--- src/rtl/yaw_integrator_p.sv ---
// Gyro yaw integrator: offset calibration over 2^CAL_LOG2 samples, then a
// 3-stage pipeline (capture/compensate -> scale -> integrate) into a wrapping
// heading, with IR guard-rail nudges and a heading preset.
module yaw_integrator_p #(
   parameter int                   RATE_W      = 16,
   parameter int                   FRAC_W      = 3,
   parameter int                   CAL_LOG2    = 11,
   parameter int                   INT_W       = 27,
   parameter int                   HEAD_W      = 12,
   parameter int unsigned          SCALE_NUM   = 31,
   parameter logic [INT_W-1:0]     FUSION_STEP = 'h3000,
   parameter int                   DEADBAND    = 0,
   parameter logic [RATE_W-1:0]    CAL_LIMIT   = 16'h4000
) (
   input  logic              clk,
   input  logic              rst,
   input  logic              strt_cal,
   input  logic              vld,
   input  logic [RATE_W-1:0] yaw_rt,
   input  logic              lftIR,
   input  logic              rghtIR,
   input  logic              moving,
   input  logic              hdg_ld,
   input  logic [HEAD_W-1:0] hdg_ld_val,
   output logic              cal_done,
   output logic              cal_valid,
   output logic              cal_err,
   output logic              rdy,
   output logic [HEAD_W-1:0] heading
);

   localparam int CW    = RATE_W + FRAC_W;   // compensated rate width
   localparam int ACC_W = RATE_W + CAL_LOG2; // calibration accumulator width
   localparam int PW    = CW + 7;            // product width (comp x 7-bit signed gain)
   localparam logic [CAL_LOG2:0] CAL_N   = {1'b1, {CAL_LOG2{1'b0}}};
   localparam logic [CAL_LOG2:0] CNT_ONE = {{CAL_LOG2{1'b0}}, 1'b1};
   localparam logic signed [6:0] SCL     = {1'b0, SCALE_NUM[5:0]};
   localparam logic [CW:0]       DB      = DEADBAND[CW:0];

   typedef enum logic [1:0] {IDLE, CAL, RUN} state_t;

   state_t                  state_q, state_d;
   logic [2:0]              vld_pipe_q;
   logic [RATE_W-1:0]       raw_q;
   logic signed [CW-1:0]    comp_q, comp_d;
   logic signed [PW-1:0]    scaled_q, scaled_d;
   logic [ACC_W-1:0]        cal_acc_q;
   logic [CAL_LOG2:0]       cal_cnt_q;
   logic [CW-1:0]           offset_q;
   logic [INT_W-1:0]        yaw_int_q;

   logic                    clr_int;
   logic                    cal_full, cal_bad;
   logic [RATE_W:0]         raw_x, abs_raw;
   logic [CW-1:0]           comp_raw;
   logic [CW:0]             comp_x, abs_comp;
   logic signed [PW-1:0]    prod;
   logic [INT_W-1:0]        fusion, scaled_ext;
   logic                    unused_acc;

   // Low accumulator bits below the offset's fraction point are deliberately dropped.
   assign unused_acc = ^cal_acc_q;

   assign raw_x    = {raw_q[RATE_W-1], raw_q};
   assign abs_raw  = raw_x[RATE_W] ? -raw_x : raw_x;
   assign cal_full = (cal_cnt_q == CAL_N);
   assign cal_bad  = vld_pipe_q[0] && (abs_raw > {1'b0, CAL_LIMIT});

   assign comp_raw = {yaw_rt, {FRAC_W{1'b0}}} - offset_q;
   assign comp_x   = {comp_raw[CW-1], comp_raw};
   assign abs_comp = comp_x[CW] ? -comp_x : comp_x;
   assign comp_d   = (state_q == RUN && abs_comp <= DB) ? '0 : $signed(comp_raw);

   // Gain is SCALE_NUM/32; arithmetic shift floors toward -inf.
   assign prod     = comp_q * SCL;
   assign scaled_d = prod >>> 5;

   assign scaled_ext = {{(INT_W-PW){scaled_q[PW-1]}}, scaled_q};
   assign fusion     = ( lftIR && !rghtIR) ?  FUSION_STEP :
                       (!lftIR &&  rghtIR) ? -FUSION_STEP : '0;

   assign cal_valid = (state_q == RUN);
   assign rdy       = vld_pipe_q[2];
   assign heading   = yaw_int_q[INT_W-1 -: HEAD_W];

   // Next-state logic; clr_int flags edges that zero the integrator.
   always_comb begin
      state_d  = state_q;
      cal_done = 1'b0;
      cal_err  = 1'b0;
      clr_int  = 1'b0;
      case (state_q)
         IDLE: if (strt_cal) begin
            state_d = CAL;
            clr_int = 1'b1;
         end
         CAL: begin
            if (strt_cal) begin
               clr_int = 1'b1;
            end else if (cal_full) begin
               cal_done = 1'b1;
               clr_int  = 1'b1;
               state_d  = RUN;
            end else if (cal_bad) begin
               cal_err = 1'b1;
               state_d = IDLE;
            end
         end
         RUN: if (strt_cal) begin
            state_d = CAL;
            clr_int = 1'b1;
         end
         default: state_d = IDLE;
      endcase
   end

   // State register and sample pipeline; valid bits shift in lock-step with data.
   always_ff @(posedge clk) begin
      if (rst) begin
         state_q    <= IDLE;
         vld_pipe_q <= '0;
         raw_q      <= '0;
         comp_q     <= '0;
         scaled_q   <= '0;
      end else begin
         state_q    <= state_d;
         vld_pipe_q <= {vld_pipe_q[1:0], vld};
         raw_q      <= yaw_rt;
         comp_q     <= comp_d;
         scaled_q   <= scaled_d;
      end
   end

   // Calibration accumulator, sample count and latched offset.
   always_ff @(posedge clk) begin
      if (rst) begin
         cal_acc_q <= '0;
         cal_cnt_q <= '0;
         offset_q  <= '0;
      end else begin
         if (strt_cal) begin
            cal_acc_q <= '0;
            cal_cnt_q <= '0;
         end else if (state_q == CAL && vld_pipe_q[0] && !cal_bad && !cal_full) begin
            cal_acc_q <= cal_acc_q + {{CAL_LOG2{raw_q[RATE_W-1]}}, raw_q};
            cal_cnt_q <= cal_cnt_q + CNT_ONE;
         end
         if (cal_done)
            offset_q <= cal_acc_q[RATE_W+CAL_LOG2-1 : CAL_LOG2-FRAC_W];
      end
   end

   // Integrator: clear beats preset beats accumulate; wraps two's-complement.
   always_ff @(posedge clk) begin
      if (rst)
         yaw_int_q <= '0;
      else if (clr_int)
         yaw_int_q <= '0;
      else if (hdg_ld && state_q != CAL)
         yaw_int_q <= {hdg_ld_val, {(INT_W-HEAD_W){1'b0}}};
      else if (state_q == RUN && moving && vld_pipe_q[1])
         yaw_int_q <= yaw_int_q + scaled_ext + fusion;
   end

endmodule

--- config.mk ---
export PLATFORM = sky130hd
export DESIGN_NAME = yaw_integrator_p
export DESIGN_NICKNAME = d
export VERILOG_FILES = /design/src/rtl/yaw_integrator_p.sv
export SDC_FILE = /design/constraint.sdc
export NUM_CORES = 1
export LEC_CHECK = 0
export BUFFER_PORTS_ARGS = -buffer_cell sky130_fd_sc_hd__buf_4
export CORE_ASPECT_RATIO = 0.7
export CORE_MARGIN = 5
export CORE_UTILIZATION = 45
export DETAILED_ROUTE_END_ITERATION = 8
export HOLD_SLACK_MARGIN = 0.15
export PLACE_DENSITY = 0.61
export SKIP_LAST_GASP = 1
export SLEW_MARGIN = 20
export SYNTH_ARGS = -nofsm -noshare
export SYNTH_HDL_FRONTEND = slang
export SYNTH_SLANG_ARGS = --single-unit
--- constraint.sdc ---
create_clock -name clk -period 8.85 [get_ports clk]
set_input_delay 1.77 -clock clk [delete_from_list [all_inputs] [get_ports clk]]
set_output_delay 1.77 -clock clk [all_outputs]
set_load 0.01 [all_outputs]
==> metrics.cfg, run 1 <==
[synth]
synth.distinct_cells=90
synth-main-ff-cell=dfxtp_1
avgSynthCellArea_um2=8.55
ys_seq_area_share_pct=23.7
syn_inst=1434
ys_ff_latch=145
async_flop_share_pct=0
synth_edf_count=0
synthesis.nets=1663
yosysWarnings=0
syn_area_um2=12300

[place]
gp_congestion=0.877
port_buffers=51
hpwlAfterDp_um=22100
place_area_um2=12800

[timing]
fmax_ghz=0.190
fin_crit_sh_pct=59.5
worstMarginPinSlew_ns=1.10
skew_ns=0.0129
rsz0062_at_grt=no
final_max_slew_viol_count=0
finalSetupViolations=0
slew_headroom_pct=26.7
hold_violations=0
period_minus_slack_ns=5.27
fin_tns_setup_ns=0

[power]
p_leak_nw=5.77
p_sw_mw=0.829
intPower_mw=1.54
pwr-share-comb_pct=37.3
power_density_nw_per_um2=176
p_clk_share_pct=31.4
swShare_pct=35.0
irDropWorstVdd_v=0.000122
pwr-share-seq_pct=31.4

[clock_network]
cts_buffer_depth=2
clock-sinks=145
cts_setup_buffers=0
htreeDepth=4
clock_latency_ns=0.44
cts_buffers=17
hold_buffers=0
tritoncts=yes
clkTransAtPathRegs_ns=0.06
ctsResizeCount=0
clock-root-buffer=clkbuf_16

[critical_path]
path_max_fanout=8
end_kind=output port
r2r_cells=18
r2r_start=comp_q[2]
rr_endpoint=scaled_q[19]
crit_required_ns=7.08
worstPathArrival_ns=3.50
crit_path_cell_trace=or4_1 -> or3_1 -> or4b_2 -> a2111oi_0 -> buf_4
cp_slowest_cell=a2111oi_0
reg2reg_slack_ns=4.32
cp-start-kind=flop
crit_type=reg -> out
max_stage_delay_ns=0.74

[global_route]
grt_pass1_wl_um=48500
grt_max_degree=49
track_usage_pct=19.0
grt_pass1_vias=9421
antenna_found_initial=0
overflow=0

[floorplan]
rows=50
design.core.area_um2=26800
fp.dieH_um=148
dieArea_um2=30700
pin_count=52
start_util_pct=45.8
die_x_um=207

[detailed_routing]
dr.pass1.iters=5
drt_iter0_markers=628
highest_layer=met4
wl_met1_um=16000
met2_length_um=11000
detail-route-antenna-nets=0
routedWlPerCell_um=15.7
vias=10000
route.met3.wl_um=1260
drc=0
drt_wl_total_um=28600
via_per_inst=5.49

[cells_and_area]
diodes=0
fin_area_um2=13400
final_nets=1680
drive_gt1_share_pct=8.33
area_delta_synth_final_pct=9.66

[worst_hold_path]
min_path_type=reg -> reg
hold_path.startpoint=offset_q[12]
worstHoldPathCells=2
hold_end=offset_q[12]

[outcome]
status=complete, no violations

[flow_run]
maxCapViolations=0

## layout make-up
| cell class | count | area [um^2] |
|---|---|---|
| Inverter | 120 | 450 |
| Clock inverter | 14 | 166 |
| Clock buffer | 18 | 429 |
| Timing Repair Buffer | 55 | 413 |
| Fill cell | 2652 | 13300 |
| Multi-Input combinational cell | 1112 | 8630 |
| Sequential cell | 145 | 2900 |
| Tap cell | 364 | 455 |
## state kept, by name, summed over array words and instances (netlist names)
name and flops:
cal_acc_q 27, yaw_int_q 27, scaled_q 20, comp_q 19
offset_q 19, raw_q 16, cal_cnt_q 12, vld_pipe_q 3
state_q 2
## through the flow
step	hold WS, ns	power (mW)	setup WS [ns]	util (%)	std cells
6_report	0.457	2.37	3.58	50.2	1828
5_1_grt	0.470	2.57	3.39	50.2	1828
4_1_cts	0.457	2.40	3.63	50.2	1828
3_5_place_dp	0.449	1.63	3.30	48.0	1796
3_3_place_gp	0.443	1.63	3.38	48.0	1796
2_1_floorplan	0.432	1.47	3.81	-	1434
## synth_stat cells (all sizes together), types with 4 or more instances
cell type / number / area [um^2]
o21a: 20 / 150
clkbuf: 33 / 124
or3: 17 / 106
o41ai: 7 / 61.3
a22oi: 5 / 37.5
a21o: 25 / 189
and4: 4 / 36.3
or4: 5 / 37.5
nor2: 137 / 514
o21bai: 10 / 75.1
nor3: 30 / 155
o21ai: 39 / 195
xnor2: 63 / 552
inv: 120 / 450
or2: 12 / 75.1
and3: 9 / 56.3
nor2b: 32 / 200
a21oi: 102 / 510
nand3: 35 / 175
buf: 24 / 156
a222oi: 9 / 90.1
nand2b: 17 / 106
nor3b: 8 / 60.1
ha: 127 / 1590
dfxtp: 145 / 2900
nand2: 116 / 435
a31oi: 5 / 31.3
a2111oi: 7 / 80.1
o211ai: 13 / 103
nand4: 5 / 37.5
nor4b: 5 / 50.0
a211oi: 21 / 163
fa: 66 / 1320
xor2: 38 / 333
a211o: 8 / 71.3
and2: 13 / 82.6
o31ai: 9 / 67.6
nor4: 6 / 43.8
mux2i: 31 / 314
a311o: 4 / 40.0
## logic make-up (layout without fill, tap and decap cells)
group,count (synthesis),in the layout,synth area share (%)
AOI/OAI and AO/OA,322,322,18.0
and+or+nand+nor,462,462,18.6
buffers and inverters,177,207,5.96
adders and majority gates,193,193,23.7
xor gates and xnor gates,101,101,7.22
muxes,34,34,2.84
DFF,145,145,23.7
## power groups by stage
stage / clock network [mW] / registers, mW / logic [mW]
global placement: 0 / 0.759 / 0.868
finish: 0.744 / 0.744 / 0.884
detailed placement: 0 / 0.759 / 0.876
floorplan: 0 / 0.744 / 0.725
global route: 0.793 / 0.750 / 1.02
CTS: 0.764 / 0.745 / 0.890
## layer usage
layer / vias to the layer above / track usage, %
met1: 4779 / 30.1
met5: - / 0
li1: 5060 / -
met4: 0 / 4.66
met3: 20 / 3.80
met2: 182 / 25.9
## layout by cell type (no fill, tap or decap), types with 17 or more instances in the layout
| cell type | Yosys | final |
|---|---|---|
| a211oi_1 | 20 | 20 |
| ha_1 | 127 | 127 |
| inv_1 | 120 | 120 |
| nand3_1 | 35 | 35 |
| mux2i_1 | 30 | 30 |
| a21oi_1 | 102 | 102 |
| fa_1 | 66 | 66 |
| dfxtp_1 | 145 | 145 |
| nand2_1 | 116 | 116 |
| buf_4 | 13 | 55 |
| nor2_1 | 137 | 137 |
| a21o_1 | 24 | 24 |
| nor2b_1 | 32 | 32 |
| xor2_1 | 38 | 38 |
| nor3_1 | 29 | 29 |
| or3_1 | 17 | 17 |
| clkbuf_16 | 0 | 17 |
| xnor2_1 | 63 | 63 |
| nand2b_1 | 17 | 17 |
| o21ai_0 | 34 | 34 |
| o21a_1 | 20 | 20 |
## worst max-delay path: cells and delay by family (launching register included)
family                 cells  cell delay (ns)
DFF                        1             0.38
and+or+nand+nor            3             1.70
AOI/OAI and AO/OA          1             0.74
buffers and inverters      1             0.24
## how the worst max path moves through the flow
stage	start	slack, ns	to
3_3_place_gp	lftIR	3.38	yaw_int_q[24]
3_5_place_dp	yaw_rt[0]	3.30	comp_q[8]
4_1_cts	raw_q[1]	3.63	cal_err
5_1_grt	yaw_rt[0]	3.39	comp_q[18]
2_1_floorplan	lftIR	3.81	yaw_int_q[24]
6_report	raw_q[1]	3.58	cal_err
Note: power is estimated with default switching activity, not from simulation.
==> run 2: changes to the inputs <==
==> constraint.sdc (replaced) <==
create_clock -name clk -period 5.4 [get_ports clk]
set_input_delay 1.08 -clock clk [delete_from_list [all_inputs] [get_ports clk]]
set_output_delay 1.08 -clock clk [all_outputs]
set_load 0.01 [all_outputs]
==> run 2 against run 1 <==
Critical path depth grew 13. Count of clock-buffer cells in the layout is 3 higher. Combinational power increased by 63%. Routed wire length fell by 0.82%. Via count fell by 0.58%. Hold slack about the same. Critical path type is now reg -> reg. Critical endpoint is now scaled_q[19]. Highest routed layer unchanged.
==> metrics.cfg, run 2 (synthesized netlist as in run 1, its figures left out) <==
[clock_network]
tritoncts=yes
cts_buffer_depth=2
ctsResizeCount=0
cts_setup_buffers=0
htreeDepth=4
clock-root-buffer=clkbuf_16
clock-sinks=145
clkTransAtPathRegs_ns=0.06
hold_buffers=0
clock_latency_ns=0.45
cts_buffers=17

[place]
place_area_um2=12900
port_buffers=51
gp_congestion=0.885
placed_cells=1799
hpwlAfterDp_um=22000

[detailed_routing]
drt_iter0_markers=671
drc=0
dr.pass1.iters=5
drt_wl_total_um=28400
via_per_inst=5.46
detail-route-antenna-nets=0
vias=9983
routedWlPerCell_um=15.5

[cells_and_area]
nFillCells=2661
stdcell_count=1830
final_nets=1683
area_delta_synth_final_pct=9.92
final_common_cell=dfxtp_1
fin_area_um2=13500
finish.utilization_pct=50.3
seqCellArea_um2=2900
layout_common_cells=dfxtp_1, nor2_1, ha_1, inv_1, nand2_1
diodes=0
multi_input_area_um2=8630
drive_gt1_share_pct=8.46
reg.largest.list=cal_acc_q (27), yaw_int_q (27), scaled_q (20)

[floorplan]
die_x_um=207
start_util_pct=45.8
design.core.area_um2=26800
dieArea_um2=30700
fp.dieH_um=148
pin_count=52
rows=50

[timing]
hold_violations=0
slew_headroom_pct=27.9
fmax_ghz=0.218
final_max_slew_viol_count=0
finalSetupViolations=0
worstMarginPinSlew_ns=1.08
period_minus_slack_ns=4.58
fin_crit_sh_pct=84.8
skew_ns=0.0112
rsz0062_at_grt=no
fin_tns_setup_ns=0

[critical_path]
crit_required_ns=5.70
path_max_fanout=5
worstPathArrival_ns=4.88
crit_type=reg -> reg
cp-start-kind=flop
reg2reg_slack_ns=0.82
end_kind=flop

[global_route]
grt_max_degree=71
grt_pass1_wl_um=47800
overflow=0
grt_pass1_vias=9293
track_usage_pct=18.9
antenna_found_initial=0

[outcome]
status=complete, no violations

[power]
irDropWorstVdd_v=0.000231
p_leak_nw=5.80
power_density_nw_per_um2=289

[worst_hold_path]
min_path_type=reg -> reg

[flow_run]
maxCapViolations=0

## run 2: cell count changes in the layout (fill, tap and decap cells not counted)
cell	previous run	this run
clkbuf_8	0	3
buf_4	55	58
clkinvlp_4	4	2
clkinv_4	3	1
## run 2: path summary, 6_finish.rpt
path                                   start           end  depth (start not counted)
worst max register to register     comp_q[2]  scaled_q[19]                         18
worst min register to register  offset_q[16]  offset_q[16]                          2
worst min-delay path            offset_q[16]  offset_q[16]                          2
worst max-delay path               comp_q[2]  scaled_q[19]                         18
## run 2: critical path, cell delays in order, from the launching register on
cell,delay (ns)
dfxtp_1,0.43
inv_1,0.13
fa_1,0.55
inv_1,0.04
ha_1,0.28
inv_1,0.06
fa_1,0.53
inv_1,0.04
ha_1,0.26
a41o_1,0.27
o221ai_1,0.17
o221a_2,0.32
a211o_1,0.32
nand3_1,0.12
nand2_1,0.11
o2111a_1,0.31
o31ai_1,0.29
xnor2_1,0.15
nor2_1,0.05
## run 2: power by group
part | leakage [nW] | internal [mW] | switching (mW)
Sequential | 1.18 | 1.15 | 0.0653
Clock | 0.295 | 0.757 | 0.470
Combinational | 4.32 | 0.651 | 0.792
Total | 5.80 | 2.56 | 1.33
## run 2: cell type report
cell class / instances / area share, %
Clock inverter: 10 / 0.993
Sequential cell: 145 / 21.5
Timing Repair Buffer: 58 / 3.23
Inverter: 120 / 3.34
Multi-Input combinational cell: 1112 / 64.0
Tap cell: 364 / 3.38
Clock buffer: 21 / 3.49
## run 2: routing by layer
metal	GRT usage [%]	vias up	wire, um
li1	-	5078	-
met1	29.7	4701	15800
met2	25.6	186	10800
met3	4.85	18	1430
met4	3.83	0	307
met5	0	-	0
## run 2: per-stage QoR
stage | hold slack [ns] | setup slack [ns] | power [mW]
detailed placement | 0.447 | 0.676 | 2.68
floorplan | 0.432 | 1.05 | 2.41
finish | 0.457 | 0.821 | 3.89
global route | 0.471 | 0.496 | 4.22
global placement | 0.442 | 0.727 | 2.66
CTS | 0.459 | 0.840 | 3.94
==> run 3: changes to the inputs <==
==> constraint.sdc (replaced) <==
create_clock -name clk -period 4.51 [get_ports clk]
set_input_delay 0.902 -clock clk [delete_from_list [all_inputs] [get_ports clk]]
set_output_delay 0.902 -clock clk [all_outputs]
set_load 0.01 [all_outputs]
==> run 3 against run 2 <==
Final cell count rose by 0.87%. Hold slack worse by 0.00083 ns. Die area is the same. Maximum frequency grew 7.5%. Count of clock-buffer cells in the layout is 2 higher. Core utilization up 0.42 points. Global-route usage about the same. Sequential share of layout area fell by 0.14 points. Largest power group unchanged.
==> metrics.cfg, run 3 (synthesized netlist as in run 1, its figures left out) <==
[outcome]
status=complete, no violations

[critical_path]
end_kind=flop
crit_type=reg -> reg
crit_required_ns=4.81
worstPathArrival_ns=4.56
path_max_fanout=4
cp-start-kind=flop

[cells_and_area]
final_nets=1698
area_delta_synth_final_pct=10.8
diodes=0
fin_area_um2=13600
layout_common_cells=dfxtp_1, nor2_1, ha_1, inv_1, nand2_1
reg.largest.list=cal_acc_q (27), yaw_int_q (27), scaled_q (20)
finish.utilization_pct=50.7
nFillCells=2615
final_common_cell=dfxtp_1
drive_gt1_share_pct=9.99

[timing]
skew_ns=0.00978
fin_tns_setup_ns=0
worstMarginPinSlew_ns=1.04
finalSetupViolations=0
fmax_ghz=0.235
fin_crit_sh_pct=94.5
final_max_slew_viol_count=0
period_minus_slack_ns=4.26
hold_violations=0
slew_headroom_pct=30.4
rsz0062_at_grt=yes

[global_route]
track_usage_pct=18.8
gr-usage-met2_pct=25.8
met3_usage_pct=3.84
antenna_found_initial=0
grt_pass1_vias=9207
grt.met1_usage_pct=30.0
busiest_layer=met1
grt_pass1_wl_um=47800
overflow=0
grt_max_degree=71

[power]
intPower_mw=3.01
p_clk_share_pct=30.3
p_sw_mw=1.63
power_density_nw_per_um2=341
swShare_pct=35.2
pwr-share-comb_pct=38.3
p_leak_nw=5.86
power_mw=4.64
irDropWorstVdd_v=0.000265
pwr-share-seq_pct=31.4

[clock_network]
htreeDepth=4
clock-sinks=145
cts_buffer_depth=2
clkTransAtPathRegs_ns=0.06
hold_buffers=0
tritoncts=yes
cts_buffers=17
clock-root-buffer=clkbuf_16
clock_latency_ns=0.44

[place]
hpwlAfterDp_um=22400
place_area_um2=13000
gp_congestion=0.884
port_buffers=51

[detailed_routing]
detail-route-antenna-nets=0
drt_wl_total_um=28900
routedWlPerCell_um=15.6
vias=10000
dr.pass1.iters=7
drt_iter0_markers=692
drc=0
via_per_inst=5.42

[floorplan]
pin_count=52
die_x_um=207
start_util_pct=45.8
rows=50
fp.dieH_um=148
design.core.area_um2=26800
dieArea_um2=30700

[worst_hold_path]
min_path_type=reg -> reg

[flow_run]
maxCapViolations=0

==> run 3: cell types whose count changed in the layout (fill, tap and decap cells not counted), moves of 2 or more <==
cell        delta
buf_4         +15
dfxtp_1        -4
dfxtp_2        +4
a2111oi_0      -2
bufinv_16      -2
clkbuf_8       +2
clkinvlp_4     +2
==> run 3: final timing paths <==
kind / start / to / slack [ns] / cells after the start
setup reg to reg: comp_q[3] / scaled_q[19] / 0.25 / 16
hold reg to reg: offset_q[8] / offset_q[8] / 0.46 / 2
hold / removal: offset_q[8] / offset_q[8] / 0.46 / 2
setup / recovery: comp_q[3] / scaled_q[19] / 0.25 / 16
==> run 3: power groups by stage <==
stage                     logic (mW)  clock network, mW  registers (mW)
after floorplan                 1.42                  0            1.46
after global placement          1.74                  0            1.49
after detailed placement        1.76                  0            1.49
after CTS                       1.78               1.44            1.46
after global routing            2.03               1.50            1.47
final                           1.78               1.40            1.46
==> run 3: worst max-delay path, cell delays in order (launching register included) <==
cell	delay, ns
dfxtp_2	0.34
fa_1	0.53
inv_1	0.05
fa_1	0.46
fa_1	0.54
inv_1	0.04
ha_1	0.32
o21a_1	0.17
o221ai_2	0.11
o221a_2	0.27
a211o_1	0.30
nand3_1	0.12
nand2_1	0.09
o2111a_2	0.31
o31ai_2	0.27
xnor2_1	0.14
nor2_1	0.05
==> run 3: layout make-up <==
cell class | count | area (um^2) | area share, %
clock buffer | 23 | 498 | 3.66
clock inverter | 9 | 80.1 | 0.589
inverter | 120 | 450 | 3.31
multi-input combinational | 1112 | 8650 | 63.6
sequential | 145 | 2910 | 21.4
tap | 364 | 455 | 3.35
timing repair buffer | 73 | 548 | 4.03
==> run 3: metal layers <==
metal | share of wire [%] | vias up
li1 | - | 5087
met1 | 55 | 4702
met2 | 39 | 207
met3 | 4.9 | 16
met4 | 0.81 | 0
met5 | 0 | -
==> run 3: metrics by stage <==
| stage | hold WS [ns] | instances | worst slack [ns] |
|---|---|---|---|
| final | 0.456 | 1846 | 0.250 |
| after floorplan | 0.432 | 1434 | 0.338 |
| after CTS | 0.457 | 1844 | 0.0563 |
| after detailed placement | 0.448 | 1812 | 0.0664 |
| after global placement | 0.443 | 1812 | 0.143 |
| after global routing | 0.477 | 1846 | -0.0214 |
==> run 3: timing repair <==
action / 4_1_cts / 5_1_grt
setup buffers: 0 / 2
endpoints found under the hold margin: 0 / 0
gates resized for setup: 0 / 9
endpoints found under the setup margin: 0 / 5
